`config.mk`:
```
export PLATFORM = sky130hd
export DESIGN_NAME = ped_request
export DESIGN_NICKNAME = d
export VERILOG_FILES = /design/src/rtl/traffic_pkg.sv /design/src/rtl/ped_request_debounce.sv /design/src/rtl/ped_request.sv
export SDC_FILE = /design/constraint.sdc
export NUM_CORES = 1
export LEC_CHECK = 0
export ABC_AREA = 1
export BUFFER_PORTS_ARGS = -buffer_cell sky130_fd_sc_hd__buf_2
export CAP_MARGIN = 20
export CORE_AREA = 2 2 52 79
export DETAILED_ROUTE_END_ITERATION = 6
export DIE_AREA = 0 0 54 81
export PLACE_DENSITY = 0.77
export SYNTH_ARGS = -nofsm -noshare
export SYNTH_HDL_FRONTEND = slang
export SYNTH_HIERARCHICAL = 1
export SYNTH_SLANG_ARGS = --single-unit
```
`constraint.sdc`:
```
create_clock -name clk -period 1.52 [get_ports clk]
set_input_delay 0.076 -clock clk [delete_from_list [all_inputs] [get_ports clk]]
set_output_delay 0.076 -clock clk [all_outputs]
set_load 0.005 [all_outputs]
```
`src/rtl/traffic_pkg.sv`:
```
// Shared types and default parameter values for the pedestrian-request front end
// that feeds traffic_light.
package traffic_pkg;

    typedef enum logic [1:0] {
        PR_IDLE     = 2'd0,
        PR_PENDING  = 2'd1,
        PR_FIRE     = 2'd2,
        PR_COOLDOWN = 2'd3
    } pr_state_t;

    localparam int SYNC_STAGES_DEF     = 2;
    localparam int DEBOUNCE_CYCLES_DEF = 16;
    localparam int COOLDOWN_CYCLES_DEF = 512;

    function automatic logic [7:0] sat_inc8(input logic [7:0] v);
        return (v == 8'hFF) ? v : v + 8'd1;
    endfunction

endpackage

```
`src/rtl/ped_request_debounce.sv`:
```
// Push-button synchronizer followed by a stability counter; dout only moves
// after DEBOUNCE_CYCLES consecutive samples disagree with it.
module debounce #(
    parameter int SYNC_STAGES     = 2,
    parameter int DEBOUNCE_CYCLES = 16
) (
    input  logic clk,
    input  logic rst,
    input  logic din,
    output logic dout
);
    localparam int CW = $clog2(DEBOUNCE_CYCLES);

    logic [SYNC_STAGES-1:0] sync;
    logic [CW-1:0]          cnt;
    logic                   bs;

    assign bs = sync[SYNC_STAGES-1];

    // Synchronizer shift and debounce counter
    always_ff @(posedge clk) begin
        if (rst) begin
            sync <= '0;
            cnt  <= '0;
            dout <= 1'b0;
        end else begin
            sync <= {sync[SYNC_STAGES-2:0], din};
            if (bs == dout) begin
                cnt <= '0;
            end else if (cnt == CW'(DEBOUNCE_CYCLES - 1)) begin
                dout <= bs;
                cnt  <= '0;
            end else begin
                cnt <= cnt + 1'b1;
            end
        end
    end

endmodule

```
`src/rtl/ped_request.sv`:
```
// Pedestrian request front end: debounced button, yellow hold, one-cycle pass
// pulse to traffic_light and a post-pulse cooldown.
module ped_request
    import traffic_pkg::*;
#(
    parameter int SYNC_STAGES     = SYNC_STAGES_DEF,
    parameter int DEBOUNCE_CYCLES = DEBOUNCE_CYCLES_DEF,
    parameter int COOLDOWN_CYCLES = COOLDOWN_CYCLES_DEF
) (
    input  logic       clk,
    input  logic       rst,
    input  logic       btn,
    input  logic       R,
    input  logic       G,
    input  logic       Y,
    output logic       pass,
    output logic       req_pending,
    output logic [7:0] press_cnt
);
    localparam int CDW   = (COOLDOWN_CYCLES > 1) ? $clog2(COOLDOWN_CYCLES) : 1;
    localparam int ARM_N = SYNC_STAGES + DEBOUNCE_CYCLES;
    localparam int AW    = $clog2(ARM_N + 1);

    pr_state_t      state;
    logic           db;
    logic           db_q;
    logic           armed;
    logic [AW-1:0]  arm_cnt;
    logic [CDW-1:0] cd;
    logic           press;
    logic [2:0]     lamps;

    debounce #(
        .SYNC_STAGES    (SYNC_STAGES),
        .DEBOUNCE_CYCLES(DEBOUNCE_CYCLES)
    ) u_debounce (
        .clk (clk),
        .rst (rst),
        .din (btn),
        .dout(db)
    );

    assign press = db & ~db_q & armed;
    assign lamps = {G, Y, R};

    // Edge detect, and arming: a button held through reset must be seen
    // released (db low longer than a full press latency) before it counts.
    always_ff @(posedge clk) begin
        if (rst) begin
            db_q    <= 1'b0;
            arm_cnt <= '0;
            armed   <= 1'b0;
        end else begin
            db_q <= db;
            if (db) begin
                arm_cnt <= '0;
            end else if (arm_cnt == AW'(ARM_N)) begin
                armed <= 1'b1;
            end else begin
                arm_cnt <= arm_cnt + 1'b1;
            end
        end
    end

    // Request FSM with registered outputs
    always_ff @(posedge clk) begin
        if (rst) begin
            state       <= PR_IDLE;
            cd          <= '0;
            pass        <= 1'b0;
            req_pending <= 1'b0;
            press_cnt   <= 8'd0;
        end else begin
            case (state)
                PR_IDLE: begin
                    if (press) begin
                        state       <= PR_PENDING;
                        req_pending <= 1'b1;
                        press_cnt   <= sat_inc8(press_cnt);
                    end
                end
                PR_PENDING: begin
                    casez (lamps)
                        3'b1??: begin
                            state       <= PR_IDLE;
                            req_pending <= 1'b0;
                        end
                        3'b01?: state <= PR_PENDING;
                        default: begin
                            state <= PR_FIRE;
                            pass  <= 1'b1;
                        end
                    endcase
                end
                PR_FIRE: begin
                    state       <= PR_COOLDOWN;
                    cd          <= CDW'(COOLDOWN_CYCLES - 1);
                    pass        <= 1'b0;
                    req_pending <= 1'b0;
                end
                PR_COOLDOWN: begin
                    if (cd == '0) begin
                        state <= PR_IDLE;
                    end else begin
                        cd <= cd - 1'b1;
                    end
                end
                default: begin
                    state       <= PR_IDLE;
                    pass        <= 1'b0;
                    req_pending <= 1'b0;
                end
            endcase
        end
    end

endmodule
```
; Word level (Yosys, flattened, before mapping)
; Index checks and enable logic that the tools add are counted.
[classes]
n_eq_ne = 13
n_bitwise = 6
reduce_logical = 15
n_mux = 11
add_sub_neg = 4
[op_table]
columns = op, n
row1 = $pmux W9 S2, 1
row2 = $ne A2 B2 Y1 const B, 5
row3 = $reduce_and A2 Y1, 5
row4 = $logic_not A9 Y1, 1
row5 = $mux W9, 1
row6 = $sub A9 B1 Y9 const B, 1
row7 = $add A8 B1 Y8 const B, 1
row8 = $eq A8 B8 Y1 const B, 1
row9 = $pmux W2 S4, 1
row10 = $reduce_and A3 Y1, 2
row11 = $add A5 B1 Y5 const B, 1
row12 = $eq A5 B5 Y1 const B, 1
row13 = $add A4 B1 Y4 const B, 1
row14 = $eq A2 B1 Y1 const B, 2
row15 = $eq A2 B2 Y1 const B, 2
row16 = $eq A4 B4 Y1 const B, 1
row17 = $mux W2, 2
row18 = $not A1 Y1, 4
row19 = $pmux W2 S2, 1
row20 = $reduce_bool A2 Y1, 2
row21 = $reduce_or A2 Y1, 2
row22 = $mux W1, 3
row23 = $pmux W1 S3, 1
row24 = $reduce_bool A3 Y1, 1
row25 = 5 further kinds, 6
[totals]
elab_cells = 60
in_bits = 6
ff_bits = 35
output_inout_bits = 10

; Logic depth before layout (Yosys ltp)
; Gate-level depths: netlist (run 1).
[depth]
ltp_word = 5
mapped_depth = 10
depth_no_buf = 10

; Hierarchy
; Netlist (run 1), hierarchy kept.
[by_module_without_submodules]
columns = module, instances, area_each_um2, seq_area_each_um2, cells_each
row1 = ped_request, 1, 1511.4, 560.5, 219
row2 = debounce, 1, 266.5, 140.1, 33

; Worst setup path after synthesis (run 1)
; Ideal clock, no wire load.
[synth_path]
kind = flip-flop to flip-flop
startpoint = register state[0]
endpoint = register cd[5]
path_stages_with_launch = 8
required_ns = 1.450
path_slack_ns = 0.182
setup_time_ns = 0.070
period_less_slack_ns = 1.338
path_buffers = 1
arrival_time_ns = 1.268
cell_sequence = dfxtp_1 > ha_1 > buf_2 > nor2_1 > inv_2 > nand2_1 > nand2_1 > a21oi_1
[synth_between]
elab_chain_len = 3
[synth_lines]
columns = element, line
row1 = start: declaration, ped_request.sv:24  ; pr_state_t state;
row2 = start signal: assignment, ped_request.sv:68  ; state <= PR_IDLE;
row3 = start signal: assignment, ped_request.sv:77  ; state <= PR_PENDING;
row4 = start signal: assignment, ped_request.sv:85  ; state <= PR_IDLE;
row5 = $eq A2 B2 Y1, ped_request.sv:74  ; case (state)
row6 = $ne A2 B2 Y1 (no source line) / $reduce_bool A2 Y1 (equally long branches), -
row7 = $reduce_and A2 Y1 (no source line), -
row8 = end signal: assignment, ped_request.sv:97  ; cd <= CDW'(COOLDOWN_CYCLES - 1);
row9 = end signal: assignment, ped_request.sv:105  ; cd <= cd - 1'b1;
row10 = end: declaration, ped_request.sv:29  ; logic [CDW-1:0] cd;
; Parallel ways exist; a longest one is shown, timed or not.
; A chain may end at the register's enable or synchronous reset.

==> run summary, run 1 <==
* final net count: 291
* crit path capture type: flop
* delay of the slowest cell on the worst path: 310 ps
* Leak Pwr: 0.916 nW
* critical setup path kind: flop to flop
* Cell Area, Placed: 1920 µm²
* ANT nets after route: 0
* setup skew after layout: 11.0 ps
* count of state elements after synthesis: 35
* vias in the first global route: 1,408
* global-route wire length before repair: 5710 µm
* Distinct cells, synth: 29
* category of the worst setup path launch point: flop
* fin crit period: 1410 ps
* total number of yosys warnings: 6
* hold violation total from the final report: 0
* Final period util: 0.925
* CTS tree: done
* number of buffers inserted by post-CTS setup repair: 0
* core area: 3780 µm²
* count of port buffers added during placement: 14
* root buffer cell: sky130_fd_sc_hd__clkbuf_8
* reported max-cap violation count: 0
* number of filler cells placed in the layout: 361
* starting DRC count in detailed routing: 18
* cell area after layout: 2070 µm²
* post-route worst hold slack: 158 ps
* effective utilization at floorplan: 0.470
* GRT Overall Usage: 0.176
* number of antenna violations at the first check in global routing: 0
* synthesized netlist cell count: 252
* standard-cell row count: 28
* final antenna diode count: 0
* Final Wtd Congestion: 0.880
* fin util: 0.548
* largest buffer count on any clock path: 2
* DR vias: 1,598
* maximum vdd ir drop: 0.799 mV
* HPWL after detailed placement: 2480 µm
* mean area per synthesized cell: 7.06 µm²
* leading post-synthesis cells by cell area: sky130_fd_sc_hd__dfxtp_1 39%, sky130_fd_sc_hd__nand2_1 11%, sky130_fd_sc_hd__inv_1 7.4%
* Setup Total Neg Slack: 0 ps
* maximum number of pins on one net before global-route repair: 22
* Crit path required time: 1750 ps
* unrepaired setup endpoints after global routing: false
* Detailed Route WL: 3360 µm
* fraction of layout instances using a drive strength above 1: 0.174
* peak fanout along the critical path: 11
* result of the run: finished, final reports clean
* largest area contributor in the synthesized netlist: sky130_fd_sc_hd__dfxtp_1
* Final setup violation count: 0
* transition time of the tightest slew-check pin: 393 ps
* syn nets: 268
* detailed-routing iteration count for the pre-antenna-repair pass: 4
* top cells by instance count after synthesis: 53 x sky130_fd_sc_hd__nand2_1, 35 x sky130_fd_sc_hd__dfxtp_1, 35 x sky130_fd_sc_hd__inv_1
* die outline height: 81 µm
* list of cells traversed by the critical path: inv_1, ha_4, nand2_1, nor2_2, nand3_2, nand2_2, buf_6, nand3_1, nand2_1, inv_1, nor2_1
* maximum achievable frequency: 711 MHz
* Post-synth ARST share: 0
* num ports: 16
* top-count cell post-synth: sky130_fd_sc_hd__nand2_1
* worst hold-check path type: input pin to flop
* number of max-slew violations in the final report: 0
* die area: 4370 µm²
* final routed wire length divided by cell count: 10.5 µm
* fraction of post-synthesis cell area in the top cell type by area: 0.394
* slowest library cell on the worst path: sky130_fd_sc_hd__dfxtp_1
* maximum level of the CTS H-tree: 2
* flip-flop cell with the highest count after synthesis: sky130_fd_sc_hd__dfxtp_1
* count of flip-flops with a built-in enable after synthesis: 0
* die boundary width: 54 µm
* layout overhead on the synthesized area: 16.5%
* Remaining DRCs: 0
* worst-skew pair later-pin latency: 290 ps
* Data arrival, critical path: 1640 ps
* Reg clk slew, reported paths: 80 ps
* Sink Count: 35
* number of buffers created by CTS: 5
* sequential cell area fraction in the yosys report: 0.394
* ratio of routed vias to standard cells: 4.98
* Relative slew margins: 0.738
* power per cell area: 988 nW/µm²
* post-synth design cell area: 1780 µm²
* total gr overflow: 0
[final timing paths]
kind	from	to	slack, ps	cells after the start
worst max-delay path	cd[1]	flop	110	11
worst min register to register	u_debounce/sync[0]	u_debounce/sync[1]	420	2
worst max register to register	cd[1]	flop	110	11
worst min-delay path	Y	pass	160	4
[power by group]
group / switching [W] / internal, W / total [W] / leakage [nW]
Sequential: 0.0000345 / 0.000947 / 0.000982 / 0.284
Combinational: 0.000144 / 0.0000883 / 0.000232 / 0.574
Clock: 0.000345 / 0.000488 / 0.000833 / 0.0581
[metrics by stage]
step                      worst slack [ps]  total power (W)  cells
after floorplan                        182          0.00116    252
after global placement                55.9          0.00121    312
after detailed placement              24.0          0.00122    312
after CTS                             1.27          0.00205    321
after global routing                 0.383          0.00215    321
final                                  114          0.00205    321
[cells by family after synthesis]
group | after synthesis | share of synthesized area
xor+xnor | 5 | 0.0246
buf+inv | 42 | 0.0936
simple gates | 125 | 0.312
fa+ha+maj | 10 | 0.0704
flops | 35 | 0.394
compound gates | 35 | 0.105
[state kept, by name, indices dropped and copies added (netlist names), named ones only]
name,cells
cd,9
press_cnt,8
arm_cnt,5
u_debounce/cnt,4
u_debounce/sync,2
armed,1
db_q,1
pass,1
req_pending,1
state,1
u_debounce/dout,1
[layer usage]
layer	global-route usage	vias to the layer above	share of wire
li1	-	847	-
met2	0.300	18	0.51
met1	0.192	726	0.43
met3	0.0478	7	0.032
met5	0	-	0
met4	0.0900	0	0.026
[cell usage in the layout (no fill, tap or decap), types with 2 or more instances in the layout]
cell,netlist,routed
sky130_fd_sc_hd__ha_1,10,9
sky130_fd_sc_hd__nand3_1,25,25
sky130_fd_sc_hd__xnor2_1,3,3
sky130_fd_sc_hd__nor3_1,3,3
sky130_fd_sc_hd__clkbuf_8,0,5
sky130_fd_sc_hd__xor2_1,2,2
sky130_fd_sc_hd__inv_1,35,32
sky130_fd_sc_hd__dfxtp_1,35,33
sky130_fd_sc_hd__nor2_1,29,28
sky130_fd_sc_hd__a21oi_1,21,21
sky130_fd_sc_hd__nor2_2,4,4
sky130_fd_sc_hd__o21ai_0,6,6
sky130_fd_sc_hd__nand2_2,1,2
sky130_fd_sc_hd__nand2_1,53,52
sky130_fd_sc_hd__buf_4,0,4
sky130_fd_sc_hd__inv_2,3,5
sky130_fd_sc_hd__nand4_1,3,3
sky130_fd_sc_hd__nand3_2,2,2
sky130_fd_sc_hd__o21ai_1,4,4
sky130_fd_sc_hd__buf_2,1,14
sky130_fd_sc_hd__dfxtp_2,0,2
[repair_timing]
action	in CTS	in global routing
hold buffers	1	0
hold endpoints to repair	1	0
endpoints found under the setup margin	0	18
resized for setup	0	12
[area by class of cell]
cell class	instances	area, µm²	share of cell area
sequential	35	703	0.339
inverter	38	145	0.0700
clock buffer	5	68.8	0.0332
tap	45	56.3	0.0272
clock inverter	3	43.8	0.0211
timing repair buffer	20	121	0.0586
multi-input combinational	175	933	0.450
[worst max-delay path, delay by kind of cell (launching register included)]
family	cells	cell delay (ps)
adder cells (fa/ha/maj)	1	160
buffers and inverters	3	300
flip-flops	1	310
AND/OR/NAND/NOR	7	570
(Power assumes the default switching activity.)
==> run 2: changes to the inputs <==
--- a/config.mk
+++ b/config.mk
@@ -8,10 +8,10 @@
 export ABC_AREA = 1
 export BUFFER_PORTS_ARGS = -buffer_cell sky130_fd_sc_hd__buf_2
 export CAP_MARGIN = 20
-export CORE_AREA = 2 2 52 79
+export CORE_AREA = 2 2 58 87
 export DETAILED_ROUTE_END_ITERATION = 6
-export DIE_AREA = 0 0 54 81
-export PLACE_DENSITY = 0.77
+export DIE_AREA = 0 0 60 89
+export PLACE_DENSITY = 0.66
 export SYNTH_ARGS = -nofsm -noshare
 export SYNTH_HDL_FRONTEND = slang
 export SYNTH_HIERARCHICAL = 1
==> run 2 against run 1 <==
Net effect:
- die area up 22%
- sequential cell count unchanged
- hold slack better by 6.1 ps
- critical path type unchanged
- highest routed layer unchanged
==> run summary, run 2 (same netlist as run 1, synthesis figures left out) <==
* clock share of power: 0.415, +0.008
* Gate power share: 0.108, -0.005
* Leak Pwr: 0.934 nW, +2.0%
* standard-cell row count: 30, +7.1%
* count of port buffers added during placement: 14, unchanged
* num ports: 16, unchanged
* number of buffers created by CTS: 5, unchanged
* crit path capture type: flop
* maximum level of the CTS H-tree: 2, unchanged
* core area: 4540 µm², +20%
* pre-CTS WS: 61.1 ps, +37.1 ps
* HPWL after detailed placement: 2560 µm, +3.4%
* DR vias: 1,585, -0.81%
* Relative slew margins: 0.734, -0.00386
* max reg flops: 9, unchanged
* ANT nets after route: 0, unchanged
* area taken by multi-input logic gates: 916 µm², -1.9%
* result of the run: finished, final reports clean
* vias in the first global route: 1,517, +7.7%
* GRT Overall Usage: 0.151, -0.0242
* Final period util: 0.919, -0.00623
* number of buffers inserted by post-CTS setup repair: 0, unchanged
* Sink Count: 35, unchanged
* setup skew after layout: 5.53 ps, -5.44 ps
* highest-count cells in the layout ignoring fill and taps: 52 x sky130_fd_sc_hd__nand2_1, 34 x sky130_fd_sc_hd__dfxtp_1, 32 x sky130_fd_sc_hd__inv_1, 29 x sky130_fd_sc_hd__nor2_1, 25 x sky130_fd_sc_hd__nand3_1
* Crit path required time: 1700 ps, -50 ps
* die area: 5340 µm², +22%
* number of filler cells placed in the layout: 485, +34%
* die boundary width: 60 µm, +11%
* Remaining DRCs: 0, unchanged
* Final setup violation count: 0, unchanged
* worst-skew pair later-pin latency: 280 ps, about the same
* effective utilization at floorplan: 0.391, -0.0784
* unrepaired setup endpoints after global routing: true
* most used cell, CP: sky130_fd_sc_hd__inv_2
* post-route worst setup slack: 123 ps, +9.48 ps
* maximum vdd ir drop: 0.582 mV, -27%
* critical setup path kind: flop to flop
* Storage cell area: 702 µm², -0.18%
* transition time of the tightest slew-check pin: 398 ps, +5.80 ps
* die outline height: 89 µm, +9.9%
* root buffer cell: sky130_fd_sc_hd__clkbuf_8
* total gr overflow: 0, unchanged
* final antenna diode count: 0, unchanged
* maximum achievable frequency: 716 MHz, +0.68%
* starting DRC count in detailed routing: 58, +40
* worst hold-check path type: input pin to flop
* Detailed Route WL: 3470 µm, +3.1%
* delay of the slowest cell on the worst path: 360 ps, +50 ps
* Sw Pwr: 0.000495 W, -5.3%
* list of cells traversed by the critical path: inv_2, ha_1, inv_1, nor2_2, nand2_4, inv_2, nand3_1, nand2_1, a21oi_2
* hold violation total from the final report: 0, unchanged
* final routed wire length divided by cell count: 10.1 µm, -3.8%
* most common library cell in the layout ignoring fill and taps: sky130_fd_sc_hd__nand2_1
* fin crit period: 1400 ps, -9.48 ps
* global-route wire length before repair: 6160 µm, +8.0%
* Reg clk slew, reported paths: 70 ps, about the same
* detailed-routing iteration count for the pre-antenna-repair pass: 4, unchanged
* Sw Share: 0.240, -0.0152
* reported max-cap violation count: 0, unchanged
* category of the worst setup path launch point: flop
* fraction of layout instances using a drive strength above 1: 0.179, +0.00466
* peak fanout along the critical path: 9, -2
* sequential fraction of design power: 0.477, -0.003
* post-placement cell count: 335, +7.4%
* Data arrival, critical path: 1580 ps, -60 ps
* final net count: 295, +1.4%
* filler-free cell count of the finished design: 344, +7.2%
* Internal Power: 0.00156 W, +2.7%
* Regs by FF count: cd (9), press_cnt (8), arm_cnt (5)
* power per cell area: 978 nW/µm², -0.97%
* layout overhead on the synthesized area: 18.4%
* ratio of routed vias to standard cells: 4.61, -7.4%
* number of max-slew violations in the final report: 0, unchanged
* largest buffer count on any clock path: 2, unchanged
* Final Wtd Congestion: 0.793, -9.9%
* number of antenna violations at the first check in global routing: 0, unchanged
* slowest library cell on the worst path: sky130_fd_sc_hd__dfxtp_1
* register with the most flip-flops: cd
* maximum number of pins on one net before global-route repair: 22, unchanged
* CTS tree: done
==> run 2: layout make-up <==
| class | count | area share |
|---|---|---|
| well taps | 64 | 0.0380 |
| multi-input cells | 175 | 0.435 |
| clock buffers | 6 | 0.0392 |
| inverters | 38 | 0.0677 |
| repair buffers | 24 | 0.0701 |
| clock inverters | 2 | 0.0166 |
| flip-flops and latches | 35 | 0.333 |
==> run 2: worst paths after layout <==
| kind | start | end | slack, ps | cells after the start |
|---|---|---|---|---|
| worst max-delay path | flop | press_cnt[3] | 120 | 9 |
| worst min-delay path | Y | pass | 160 | 4 |
| worst max register to register | flop | press_cnt[3] | 120 | 9 |
| worst min register to register | u_debounce/sync[0] | u_debounce/sync[1] | 410 | 2 |
==> run 2: routing by layer <==
layer / GRT usage / vias up / share of wire
met1: 0.158 / 704 / 0.43
met5: 0 / - / 0
met3: 0.0478 / 6 / 0.031
met2: 0.274 / 16 / 0.52
met4: 0.0606 / 0 / 0.015
li1: - / 859 / -
==> run 2: stage by stage <==
step	utilization	area, µm²	total power, W	hold WS (ps)	setup TNS [ps]
6_report	0.464	2110	0.00206	164	0
2_1_floorplan	-	1780	0.00116	147	0
3_3_place_gp	0.434	1970	0.00121	277	0
5_1_grt	0.464	2110	0.00217	207	-61.6
3_5_place_dp	0.434	1970	0.00122	291	0
4_1_cts	0.462	2100	0.00208	161	0
==> run 2: worst max-delay path: cells and delay by family, from the launching register on <==
family          cells  cell delay (ps)
fa+ha+maj           1              160
flops               1              360
buf+inv             3              290
simple gates        4              430
compound gates      1               30
==> run 2: power by group through the flow <==
stage / registers (W) / logic, W / clock network [W]
after global placement: 0.000997 / 0.000213 / 0
final: 0.000982 / 0.000223 / 0.000855
after detailed placement: 0.000999 / 0.000219 / 0
after global routing: 0.000988 / 0.000266 / 0.000913
after floorplan: 0.000991 / 0.000168 / 0
after CTS: 0.000977 / 0.000224 / 0.000881
==> run 2: repair_timing <==
item / 4_1_cts / 5_1_grt
resized for setup: 0 / 6
endpoints found under the hold margin: 1 / 0
hold buffers: 1 / 0
setup endpoints to repair: 0 / 16
==> run 3: changes to the inputs <==
--- a/config.mk
+++ b/config.mk
@@ -8,10 +8,12 @@
 export ABC_AREA = 1
 export BUFFER_PORTS_ARGS = -buffer_cell sky130_fd_sc_hd__buf_2
 export CAP_MARGIN = 20
+export CELL_PAD_IN_SITES_DETAIL_PLACEMENT = 0
+export CELL_PAD_IN_SITES_GLOBAL_PLACEMENT = 1
 export CORE_AREA = 2 2 58 87
 export DETAILED_ROUTE_END_ITERATION = 6
 export DIE_AREA = 0 0 60 89
-export PLACE_DENSITY = 0.66
+export PLACE_DENSITY = 0.83
 export SYNTH_ARGS = -nofsm -noshare
 export SYNTH_HDL_FRONTEND = slang
 export SYNTH_HIERARCHICAL = 1
==> run 3 against run 2 <==
Net effect:
- setup slack improved by 34 ps
- core utilization rose by 0.19 points
- via count fell by 1.1%
- highest routed layer unchanged
==> run summary, run 3 (same netlist as run 1, synthesis figures left out) <==
* result of the run: finished, final reports clean
* die outline height: 89 µm, unchanged
* crit path capture type: flop
* overall power after layout: 0.00205 W, -0.30%
* Remaining DRCs: 0, unchanged
* highest-count cells in the layout ignoring fill and taps: 52 x sky130_fd_sc_hd__nand2_1, 33 x sky130_fd_sc_hd__dfxtp_1, 31 x sky130_fd_sc_hd__inv_1, 28 x sky130_fd_sc_hd__nor2_1, 25 x sky130_fd_sc_hd__nand3_1
* layout overhead on the synthesized area: 18.9%
* number of buffers created by CTS: 5, unchanged
* total gr overflow: 0, unchanged
* Sw Pwr: 0.000530 W, +7.0%
* num ports: 16, unchanged
* Internal Power: 0.00152 W, -2.6%
* DR vias: 1,568, -1.1%
* slowest library cell on the worst path: sky130_fd_sc_hd__dfxtp_1
* Data arrival, critical path: 1540 ps, -40 ps
* starting DRC count in detailed routing: 33, -43%
* die boundary width: 60 µm, unchanged
* Regs by FF count: cd (9), press_cnt (8), arm_cnt (5)
* root buffer cell: sky130_fd_sc_hd__clkbuf_8
* hold violation total from the final report: 0, unchanged
* list of cells traversed by the critical path: inv_2, ha_1, inv_1, nor2_1, inv_1, nor2_2, inv_1, a21oi_1, nor2_1
* maximum vdd ir drop: 0.700 mV, +20%
* global-route wire length before repair: 6160 µm, unchanged
* fraction of layout instances using a drive strength above 1: 0.187, +0.00848
* setup skew after layout: 3.81 ps, -1.72 ps
* reported max-cap violation count: 0, unchanged
* clock share of power: 0.410, -0.005
* Reg clk slew, reported paths: 70 ps, about the same
* cell area after layout: 2110 µm², +0.42%
* Final period util: 0.896, -0.0224
* max reg flops: 9, unchanged
* detailed-routing iteration count for the pre-antenna-repair pass: 4, unchanged
* Sink Count: 35, unchanged
* worst hold-check path type: input pin to flop
* maximum achievable frequency: 734 MHz, +2.5%
* most used cell, CP: sky130_fd_sc_hd__inv_1
* maximum level of the CTS H-tree: 2, unchanged
* number of max-slew violations in the final report: 0, unchanged
* number of buffers inserted by post-CTS setup repair: 0, unchanged
* peak fanout along the critical path: 4, -5
* Final setup violation count: 0, unchanged
* vias in the first global route: 1,523, +0.40%
* Sw Share: 0.258, +0.0176
* ANT nets after route: 0, unchanged
* standard-cell row count: 30, unchanged
* HPWL after detailed placement: 2590 µm, +0.94%
* register with the most flip-flops: cd
* die area: 5340 µm², unchanged
* Relative slew margins: 0.717, -0.0173
* Detailed Route WL: 3540 µm, +2.1%
* final antenna diode count: 0, unchanged
* transition time of the tightest slew-check pin: 424 ps, +26.0 ps
* sequential fraction of design power: 0.478, about the same
* number of antenna violations at the first check in global routing: 0, unchanged
* final routed wire length divided by cell count: 10.4 µm, +2.7%
* count of port buffers added during placement: 14, unchanged
* Crit path required time: 1700 ps, about the same
* category of the worst setup path launch point: flop
* delay of the slowest cell on the worst path: 350 ps, about the same
* largest buffer count on any clock path: 2, unchanged
* effective utilization at floorplan: 0.391, unchanged
* maximum number of pins on one net before global-route repair: 22, unchanged
* ratio of routed vias to standard cells: 4.58, -0.49%
* fin util: 0.466, +0.00193
* most common library cell in the layout ignoring fill and taps: sky130_fd_sc_hd__nand2_1
* Leak Pwr: 0.926 nW, -0.88%
* Gate power share: 0.112, +0.004
* Cell Area, Placed: 1960 µm², -0.76%
* fin crit period: 1360 ps, -34.1 ps
* Final Wtd Congestion: 0.783, -1.1%
* core area: 4540 µm², unchanged
* power per cell area: 971 nW/µm², -0.72%
* critical setup path kind: flop to flop
* worst-skew pair later-pin latency: 290 ps, about the same
* GRT Overall Usage: 0.151, -0.000718
* final net count: 293, -0.68%
* CTS tree: done
## run 3: changes by cell type in the layout (fill, tap and decap cells not counted), sizes merged
| cell | change |
|---|---|
| clkinv | +1 |
| buf | -2 |
| clkbuf | -1 |
## run 3: final timing paths
check	start	end	slack, ps	depth (start not counted)
setup / recovery	flop	pass	160	9
hold / removal	Y	pass	160	4
setup reg to reg	flop	pass	160	9
hold reg to reg	u_debounce/sync[0]	u_debounce/sync[1]	410	2
## run 3: per-layer routing
metal	up-vias	wire [µm]	global-route usage
met4	0	53	0.0545
met1	696	1560	0.164
met2	11	1830	0.272
met3	6	93	0.0420
met5	-	0	0
li1	855	-	-
## run 3: cell type report
cell class / instances / area (µm²)
inverters: 38 / 145
clock buffers: 5 / 68.8
well taps: 64 / 80.1
multi-input cells: 175 / 937
flip-flops and latches: 35 / 703
clock inverters: 3 / 43.8
fillers: 473 / 2430
repair buffers: 22 / 136
## run 3: timing repair
item	CTS	global route
hold buffers	1	0
endpoints found under the hold margin	1	0
setup endpoints to repair	0	18
resized for setup	0	14
## run 3: critical path, delay by kind of cell, from the launching register on
kind                     cells  cell delay (ps)
AO/OA/AOI/OAI                1              130
adder cells (fa/ha/maj)      1              170
buffers and inverters        4              320
flip-flops                   1              350
AND/OR/NAND/NOR              3              300
## run 3: power by group through the flow
stage / clock (W) / combinational, W / sequential (W)
floorplan: 0 / 0.000168 / 0.000991
global placement: 0 / 0.000216 / 0.000998
detailed placement: 0 / 0.000221 / 0.000999
CTS: 0.000869 / 0.000225 / 0.000978
global route: 0.000901 / 0.000273 / 0.000986
finish: 0.000841 / 0.000231 / 0.000981
## run 3: through the flow
step	instances	TNS [ps]	worst slack, ps	hold slack [ps]
floorplan	252	0	182	147
global placement	333	0	33.6	281
detailed placement	333	0	24.9	292
CTS	342	0	9.33	167
global route	342	-21.1	-15.0	208
finish	342	0	157	162
